## src/rtl/buf_ld_if.sv

```systemverilog
// Bundle of the load controller's command, stream, buffer write-port and
// execute-handshake signals. The controller uses the slave view; whoever
// drives commands/stream and consumes the buffer port uses the master view.
interface buf_ld_if #(
    parameter int BUF_LD_ADDR_WIDTH = 10,
    parameter int BUF_LD_DATA_WIDTH = 8,
    parameter int IN_DATA_WIDTH     = 64
);
    // tile command
    logic                         cfg_valid;
    logic                         cfg_ready;
    logic [BUF_LD_ADDR_WIDTH:0]   cfg_len;
    // wide input stream
    logic                         s_valid;
    logic                         s_ready;
    logic [IN_DATA_WIDTH-1:0]     s_data;
    // buffer write port
    logic                         buf_ld_wr_en;
    logic                         buf_ld_sel;
    logic [BUF_LD_ADDR_WIDTH-1:0] buf_ld_addr;
    logic [BUF_LD_DATA_WIDTH-1:0] buf_ld_data;
    // execute-side bank handoff
    logic                         buf_ex_sel;
    logic                         ex_bank_valid;
    logic                         ex_done;
    // status
    logic                         ld_busy;

    modport slave (
        input  cfg_valid, cfg_len, s_valid, s_data, ex_done,
        output cfg_ready, s_ready, buf_ld_wr_en, buf_ld_sel, buf_ld_addr,
               buf_ld_data, buf_ex_sel, ex_bank_valid, ld_busy
    );

    modport master (
        output cfg_valid, cfg_len, s_valid, s_data, ex_done,
        input  cfg_ready, s_ready, buf_ld_wr_en, buf_ld_sel, buf_ld_addr,
               buf_ld_data, buf_ex_sel, ex_bank_valid, ld_busy
    );
endinterface

```

## src/rtl/buf_ld_ctrl.sv

```systemverilog
// Load-side controller for the ping-pong tile buffer. Takes a per-tile length
// command, unpacks wide stream words into narrow buffer writes (slice 0 first),
// tracks which of the two banks hold complete tiles and hands full banks to the
// execute side through ex_bank_valid / ex_done. All outputs come from registers.
module buf_ld_ctrl #(
    parameter int BUF_LD_ADDR_WIDTH = 10,
    parameter int BUF_LD_DATA_WIDTH = 8,
    // must be an integer multiple of BUF_LD_DATA_WIDTH
    parameter int IN_DATA_WIDTH     = 64
) (
    input  logic     clk,
    input  logic     rst,
    buf_ld_if.slave  bus
);
    localparam int RATIO = IN_DATA_WIDTH / BUF_LD_DATA_WIDTH;
    localparam int K_W   = (RATIO > 1) ? $clog2(RATIO) : 1;
    localparam int CW    = BUF_LD_ADDR_WIDTH + 1;
    // largest tile a bank can hold: 2^BUF_LD_ADDR_WIDTH words
    localparam logic [CW-1:0] MAX_LEN = {1'b1, {BUF_LD_ADDR_WIDTH{1'b0}}};
    localparam logic [K_W-1:0] K_LAST = K_W'(RATIO - 1);

    typedef enum logic [1:0] {
        ST_IDLE,
        ST_WAIT_BANK,
        ST_LOAD
    } state_t;

    state_t                   state_reg;
    state_t                   state_next;
    logic                     cfg_ready_reg;
    logic [CW-1:0]            len_reg;
    logic [CW-1:0]            cnt_reg;
    logic [IN_DATA_WIDTH-1:0] word_reg;
    logic                     word_valid_reg;
    logic [K_W-1:0]           k_reg;
    logic                     ld_sel_reg;
    logic                     ex_sel_reg;
    logic [1:0]               bank_full_reg;

    logic [CW-1:0]            cfg_len_clamped;
    logic                     cfg_fire;
    logic                     cfg_start;
    logic                     wr_fire;
    logic                     last_slice;
    logic                     last_write;
    logic                     more_after;
    logic                     s_ready_int;
    logic                     s_fire;
    logic                     ex_fire;
    logic [1:0]               bank_set;
    logic [1:0]               bank_clr;

    logic [BUF_LD_DATA_WIDTH-1:0] slice_arr [RATIO];

    // Narrow views of the unpack register, slice 0 in the LSBs
    for (genvar gi = 0; gi < RATIO; gi++) begin : g_slice
        assign slice_arr[gi] = word_reg[gi*BUF_LD_DATA_WIDTH +: BUF_LD_DATA_WIDTH];
    end

    // cfg_ready_reg is only ever high in IDLE, so it doubles as the accept gate
    assign cfg_len_clamped = (bus.cfg_len > MAX_LEN) ? MAX_LEN : bus.cfg_len;
    assign cfg_fire        = bus.cfg_valid && cfg_ready_reg;
    assign cfg_start       = cfg_fire && (cfg_len_clamped != '0);

    assign wr_fire    = (state_reg == ST_LOAD) && word_valid_reg;
    assign last_slice = (k_reg == K_LAST);
    assign last_write = wr_fire && (cnt_reg == len_reg - CW'(1));
    assign more_after = (cnt_reg + CW'(1)) < len_reg;

    // Refill either into an empty register or in the same cycle the last slice
    // is written, as long as that write is not the final one of the tile.
    assign s_ready_int = (state_reg == ST_LOAD) &&
                         (!word_valid_reg || (last_slice && more_after));
    assign s_fire      = bus.s_valid && s_ready_int;
    assign ex_fire     = bus.ex_done && bank_full_reg[ex_sel_reg];

    // Per-bank set/clear; loading only begins on a free bank so a bank is
    // never set and cleared in the same cycle.
    for (genvar gi = 0; gi < 2; gi++) begin : g_bank
        assign bank_set[gi] = last_write && (ld_sel_reg == 1'(gi));
        assign bank_clr[gi] = ex_fire && (ex_sel_reg == 1'(gi));
    end

    // FSM state register
    always_ff @(posedge clk) begin
        if (rst) begin
            state_reg <= ST_IDLE;
        end else begin
            state_reg <= state_next;
        end
    end

    // FSM next-state decode
    always_comb begin
        state_next = state_reg;
        case (state_reg)
            ST_IDLE: begin
                if (cfg_start) begin
                    state_next = bank_full_reg[ld_sel_reg] ? ST_WAIT_BANK : ST_LOAD;
                end
            end
            ST_WAIT_BANK: begin
                if (!bank_full_reg[ld_sel_reg]) begin
                    state_next = ST_LOAD;
                end
            end
            ST_LOAD: begin
                if (last_write) begin
                    state_next = ST_IDLE;
                end
            end
            default: state_next = ST_IDLE;
        endcase
    end

    // Datapath: command latch, unpack register, write counter, bank bookkeeping
    always_ff @(posedge clk) begin
        if (rst) begin
            cfg_ready_reg  <= 1'b0;
            len_reg        <= '0;
            cnt_reg        <= '0;
            word_reg       <= '0;
            word_valid_reg <= 1'b0;
            k_reg          <= '0;
            ld_sel_reg     <= 1'b0;
            ex_sel_reg     <= 1'b0;
            bank_full_reg  <= 2'b00;
        end else begin
            cfg_ready_reg <= (state_next == ST_IDLE);

            if (cfg_start) begin
                len_reg <= cfg_len_clamped;
                cnt_reg <= '0;
            end

            if (wr_fire) begin
                cnt_reg <= cnt_reg + CW'(1);
                if (last_write) begin
                    // leftover slices of the final word are dropped
                    word_valid_reg <= 1'b0;
                end else if (last_slice) begin
                    if (s_fire) begin
                        word_reg <= bus.s_data;
                        k_reg    <= '0;
                    end else begin
                        word_valid_reg <= 1'b0;
                    end
                end else begin
                    k_reg <= k_reg + K_W'(1);
                end
            end else if (s_fire) begin
                word_reg       <= bus.s_data;
                k_reg          <= '0;
                word_valid_reg <= 1'b1;
            end

            if (last_write) begin
                ld_sel_reg <= ~ld_sel_reg;
            end
            if (ex_fire) begin
                ex_sel_reg <= ~ex_sel_reg;
            end
            bank_full_reg <= (bank_full_reg | bank_set) & ~bank_clr;
        end
    end

    assign bus.cfg_ready     = cfg_ready_reg;
    assign bus.s_ready       = s_ready_int;
    assign bus.buf_ld_wr_en  = wr_fire;
    assign bus.buf_ld_sel    = ld_sel_reg;
    assign bus.buf_ld_addr   = cnt_reg[BUF_LD_ADDR_WIDTH-1:0];
    assign bus.buf_ld_data   = wr_fire ? slice_arr[k_reg] : '0;
    assign bus.buf_ex_sel    = ex_sel_reg;
    assign bus.ex_bank_valid = bank_full_reg[ex_sel_reg];
    assign bus.ld_busy       = (state_reg != ST_IDLE);
endmodule

```

## src/flat_wrapper.sv

```systemverilog
// flat-port wrapper written by rule: the top's interface ports become plain ports
module buf_ld_ctrl_flat 
#(
    parameter int BUF_LD_ADDR_WIDTH = 10,
    parameter int BUF_LD_DATA_WIDTH = 8,
                                                       
    parameter int IN_DATA_WIDTH     = 64
)
  (clk, rst, bus_cfg_valid, bus_cfg_len, bus_s_valid, bus_s_data, bus_ex_done, bus_cfg_ready, bus_s_ready, bus_buf_ld_wr_en, bus_buf_ld_sel, bus_buf_ld_addr, bus_buf_ld_data, bus_buf_ex_sel, bus_ex_bank_valid, bus_ld_busy);
  buf_ld_if #(.BUF_LD_ADDR_WIDTH(BUF_LD_ADDR_WIDTH), .BUF_LD_DATA_WIDTH(BUF_LD_DATA_WIDTH), .IN_DATA_WIDTH(IN_DATA_WIDTH)) bus_i ();
  input  logic clk;
  input  logic rst;
  input wire logic [$bits(bus_i.cfg_valid)-1:0] bus_cfg_valid;
  input wire logic [$bits(bus_i.cfg_len)-1:0] bus_cfg_len;
  input wire logic [$bits(bus_i.s_valid)-1:0] bus_s_valid;
  input wire logic [$bits(bus_i.s_data)-1:0] bus_s_data;
  input wire logic [$bits(bus_i.ex_done)-1:0] bus_ex_done;
  output wire logic [$bits(bus_i.cfg_ready)-1:0] bus_cfg_ready;
  output wire logic [$bits(bus_i.s_ready)-1:0] bus_s_ready;
  output wire logic [$bits(bus_i.buf_ld_wr_en)-1:0] bus_buf_ld_wr_en;
  output wire logic [$bits(bus_i.buf_ld_sel)-1:0] bus_buf_ld_sel;
  output wire logic [$bits(bus_i.buf_ld_addr)-1:0] bus_buf_ld_addr;
  output wire logic [$bits(bus_i.buf_ld_data)-1:0] bus_buf_ld_data;
  output wire logic [$bits(bus_i.buf_ex_sel)-1:0] bus_buf_ex_sel;
  output wire logic [$bits(bus_i.ex_bank_valid)-1:0] bus_ex_bank_valid;
  output wire logic [$bits(bus_i.ld_busy)-1:0] bus_ld_busy;
  assign bus_i.cfg_valid = bus_cfg_valid;
  assign bus_i.cfg_len = bus_cfg_len;
  assign bus_i.s_valid = bus_s_valid;
  assign bus_i.s_data = bus_s_data;
  assign bus_i.ex_done = bus_ex_done;
  assign bus_cfg_ready = bus_i.cfg_ready;
  assign bus_s_ready = bus_i.s_ready;
  assign bus_buf_ld_wr_en = bus_i.buf_ld_wr_en;
  assign bus_buf_ld_sel = bus_i.buf_ld_sel;
  assign bus_buf_ld_addr = bus_i.buf_ld_addr;
  assign bus_buf_ld_data = bus_i.buf_ld_data;
  assign bus_buf_ex_sel = bus_i.buf_ex_sel;
  assign bus_ex_bank_valid = bus_i.ex_bank_valid;
  assign bus_ld_busy = bus_i.ld_busy;
  buf_ld_ctrl #(.BUF_LD_ADDR_WIDTH(BUF_LD_ADDR_WIDTH), .BUF_LD_DATA_WIDTH(BUF_LD_DATA_WIDTH), .IN_DATA_WIDTH(IN_DATA_WIDTH)) u_core (.clk(clk), .rst(rst), .bus(bus_i));
endmodule
```

## config.mk

```make
export PLATFORM = sky130hd
export DESIGN_NAME = buf_ld_ctrl_flat
export DESIGN_NICKNAME = d
export VERILOG_FILES = /design/src/rtl/buf_ld_if.sv /design/src/rtl/buf_ld_ctrl.sv /design/src/flat_wrapper.sv
export SDC_FILE = /design/constraint.sdc
export NUM_CORES = 1
export LEC_CHECK = 0
export CORE_MARGIN = 2
export CORE_UTILIZATION = 48
export DETAILED_ROUTE_END_ITERATION = 7
export PLACE_DENSITY = 0.72
export SYNTH_ARGS = -nofsm -noshare
export SYNTH_HDL_FRONTEND = slang
export SYNTH_SLANG_ARGS = --single-unit
```

## constraint.sdc

```tcl
create_clock -name clk -period 5.1 [get_ports clk]
set_input_delay 0.765 -clock clk [delete_from_list [all_inputs] [get_ports clk]]
set_output_delay 0.765 -clock clk [all_outputs]
set_load 0.01 [all_outputs]
```

==> impl_results.md <==
- H-Tree Depth: 3
- PostCTS Resize Cnt: 0
- Synthesis-stage register bit count: 97
- Final Wtd Congestion: approximately 0.83
- Vias in the first global route: 4500
- Cts hold-fix bufs: 0
- Max Slew Vio Count: 0
- CTS Buf Count: 9
- Post-CTS Setup Inserts: 0
- Die Ht: 112 um
- Initial antenna violation count: 0
- Layout cells sized above 1: 6.64%
- PwrDens: 247 mW/mm^2
- CP cell instances: ha_1 > and3_1 > nand3_1 > inv_1 > and3_1 > xor2_1 > ha_1 > nand2_1 > nand3b_1 > o311a_1 > nor2b_1 > clkdlybuf4s50_1
- CTS tree: built
- Top post-synthesis cells by area: dfxtp_1, nand2b_1, mux2i_1, mux4_2, ha_1
- Initial core utilization: 49.3%
- DP Wirelength: 9.05 mm
- Met2 wire len: between 6 and 7 mm
- Starting DRT DRC Count: between 200 and 300
- Post-Syn Nets: 715
- Multi-input logic area: 0.00337 mm^2
- Vias per Instance: 5.36
- Final Core Density: between 60% and 70%
- Clk Latency, worst-skew pair: 340 ps
- DR vias: 4477
- Min cycle time layout: 4310 ps
- CP delay by family, top: simple AND/OR/NAND/NOR gates
- WL/cell: 15.3 um
- CTS max path bufs: 2
- Die ar.: 0.0126 mm^2
- Placed cell count: around 800
- Crit Path Class: register to output pin
- Slowest cell delay on critical path: about 570 ps
- Worst setup SP type: register
- Min Hold Slack: 471 ps
- Status: finished clean
- Chip Width: 112 um
- Final setup vio count: 0
- Cell count after synthesis: 620
- Port bufs: 104
- # DRC: 0
- Leading area contributor after synthesis: dfxtp_1
- Worst setup margin: a little under 800 ps
- Max-slew headroom: 21.6%
- Synth Warn #: 0
- CP endpoint kind: output pin
- Max-Cap Viols: 0
- Core area: 0.0114 mm^2
- EDFF count, synth: 0
- Area share of the largest cell type after synthesis: 34.5%
- Top FF cell, synth: dfxtp_1
- Reg area: 0.00194 mm^2
- Largest net degree at the start of global routing: 165
- Peak VDD IR: approximately 0.18 mV
- Fmax: 232 MHz
- Slowest stage cell, crit path: clkdlybuf4s50_1
- RSZ-0062 raised after global routing: false
- Number of non-filler instances in the completed layout: 836
- Endpoints failing hold: 0
- Clock slew at reported path FFs: 60 ps
- Total power: ~1.7 mW
- Layout area overhead: 23.4%
- Crit-path max FO: 6
- GRT Total Usage: 20.7%
- Root Buffer: clkbuf_16
- Arrival time at the worst endpoint: 3540 ps
- Worst Tran Pin Value: 1180 ps
- Leakage: 2.44 nW
- IO Count: 105
- Cell area after layout: 0.00695 mm^2
- Buf/Inv on CP: 2
- CTS Sinks: 97
- Most common cell after layout, fill and taps aside: nand2b_1
- DRT Wirelength: 12.8 mm
- Fill cells: 998
- Synthesized area per cell: between 9 and 10 um^2
- DP Area: 0.00664 mm^2
- Clock skew: about 8.6 ps
- Commonest non-fill, non-tap cells in the layout: nand2b_1, clkdlybuf4s50_1, dfxtp_1, mux2i_1, a21oi_1
- First-pass GRT wire length: 21.3 mm
- Critical Path RT: 4340 ps
- Pre-CTS setup slack: 1210 ps
- Top sig layer: met4
- Setup TNS: 0 ps
- Rows: 39
- Total gr overflow: 0
- Wl on met1: around 5.5 mm
- Nets: 783
- Max reg flops: 64
- Final Cycle Share: 84.5%
- Seq/Total Area, Yosys: approximately a third
- Hold WC Path Type: register to register
- Met3 Wirelength: between 500 and 600 um
- Mapped cell area: 0.00563 mm^2
- Antenna Violating Nets Remaining: 0
- Drt pass-1 iters: 4
- Post-synth ARST share: 0%
- Number of library cell types mapped by synthesis: between 50 and 60
- Inserted Diodes: 0
-- cell type report --
cell class,instances,area share [%]
clock buffers,14,3.94
repair buffers,108,15.6
multi-input cells,455,48.6
clock inverters,2,0.504
inverters,17,0.918
well taps,143,2.58
flip-flops and latches,97,27.9
-- per-layer routing --
layer	GRT usage [%]	up-vias
met5	0	-
met3	4.81	14
met1	25.9	2108
li1	-	2253
met4	6.99	0
met2	35.4	102
-- path summary, 6_finish.rpt --
check,cells after the start,start,slack [ps],endpoint
max reg2reg,13,u_core.cnt_reg[0],1590,u_core.word_reg[11]
min reg2reg,2,u_core.word_reg[49],470,u_core.word_reg[49]
max,12,u_core.cnt_reg[0],790,bus_s_ready
min,2,u_core.word_reg[49],470,u_core.word_reg[49]
-- synth_stat cells (all sizes together) (3+ instances only) --
| cell type | number |
|---|---|
| nor2 | 31 |
| dfxtp | 97 |
| mux2i | 65 |
| nor3 | 9 |
| nand2b | 133 |
| xor2 | 11 |
| buf | 18 |
| o21ai | 12 |
| and3 | 8 |
| nor4 | 5 |
| mux4 | 16 |
| nand4b | 3 |
| a21oi | 37 |
| ha | 15 |
| o311a | 3 |
| nand3 | 15 |
| nor3b | 11 |
| xnor2 | 9 |
| nand2 | 35 |
| clkbuf | 33 |
| inv | 15 |
| nor2b | 5 |
-- cell families (layout without fill, tap and decap cells) --
| family | after synthesis | in the layout | share of synthesized area [%] |
|---|---|---|---|
| muxes | 83 | 83 | 18.4 |
| and+or+nand+nor | 267 | 267 | 26.9 |
| DFF | 97 | 97 | 34.5 |
| xor gates and xnor gates | 20 | 20 | 3.11 |
| AOI/OAI and AO/OA | 70 | 70 | 8.07 |
| buffers and inverters | 68 | 141 | 5.69 |
| adders and majority gates | 15 | 15 | 3.33 |
-- power breakdown --
part | leakage [nW] | switching [mW] | internal (mW) | total (mW)
clock network | 0.153 | 0.279 | 0.420 | 0.699
registers | 0.785 | 0.0150 | 0.779 | 0.794
logic | 1.51 | 0.0930 | 0.129 | 0.222
total | 2.44 | 0.387 | 1.33 | 1.71
-- worst register-to-register path: cells and delay by family (launching register included) --
family / cells / cell delay [ps]
xor+xnor: 1 / 210
compound gates: 1 / 390
fa+ha+maj: 2 / 540
simple gates: 6 / 1020
flops: 1 / 430
buf+inv: 2 / 520
mux: 1 / 330
No activity file was read; power rests on OpenSTA's default activity.
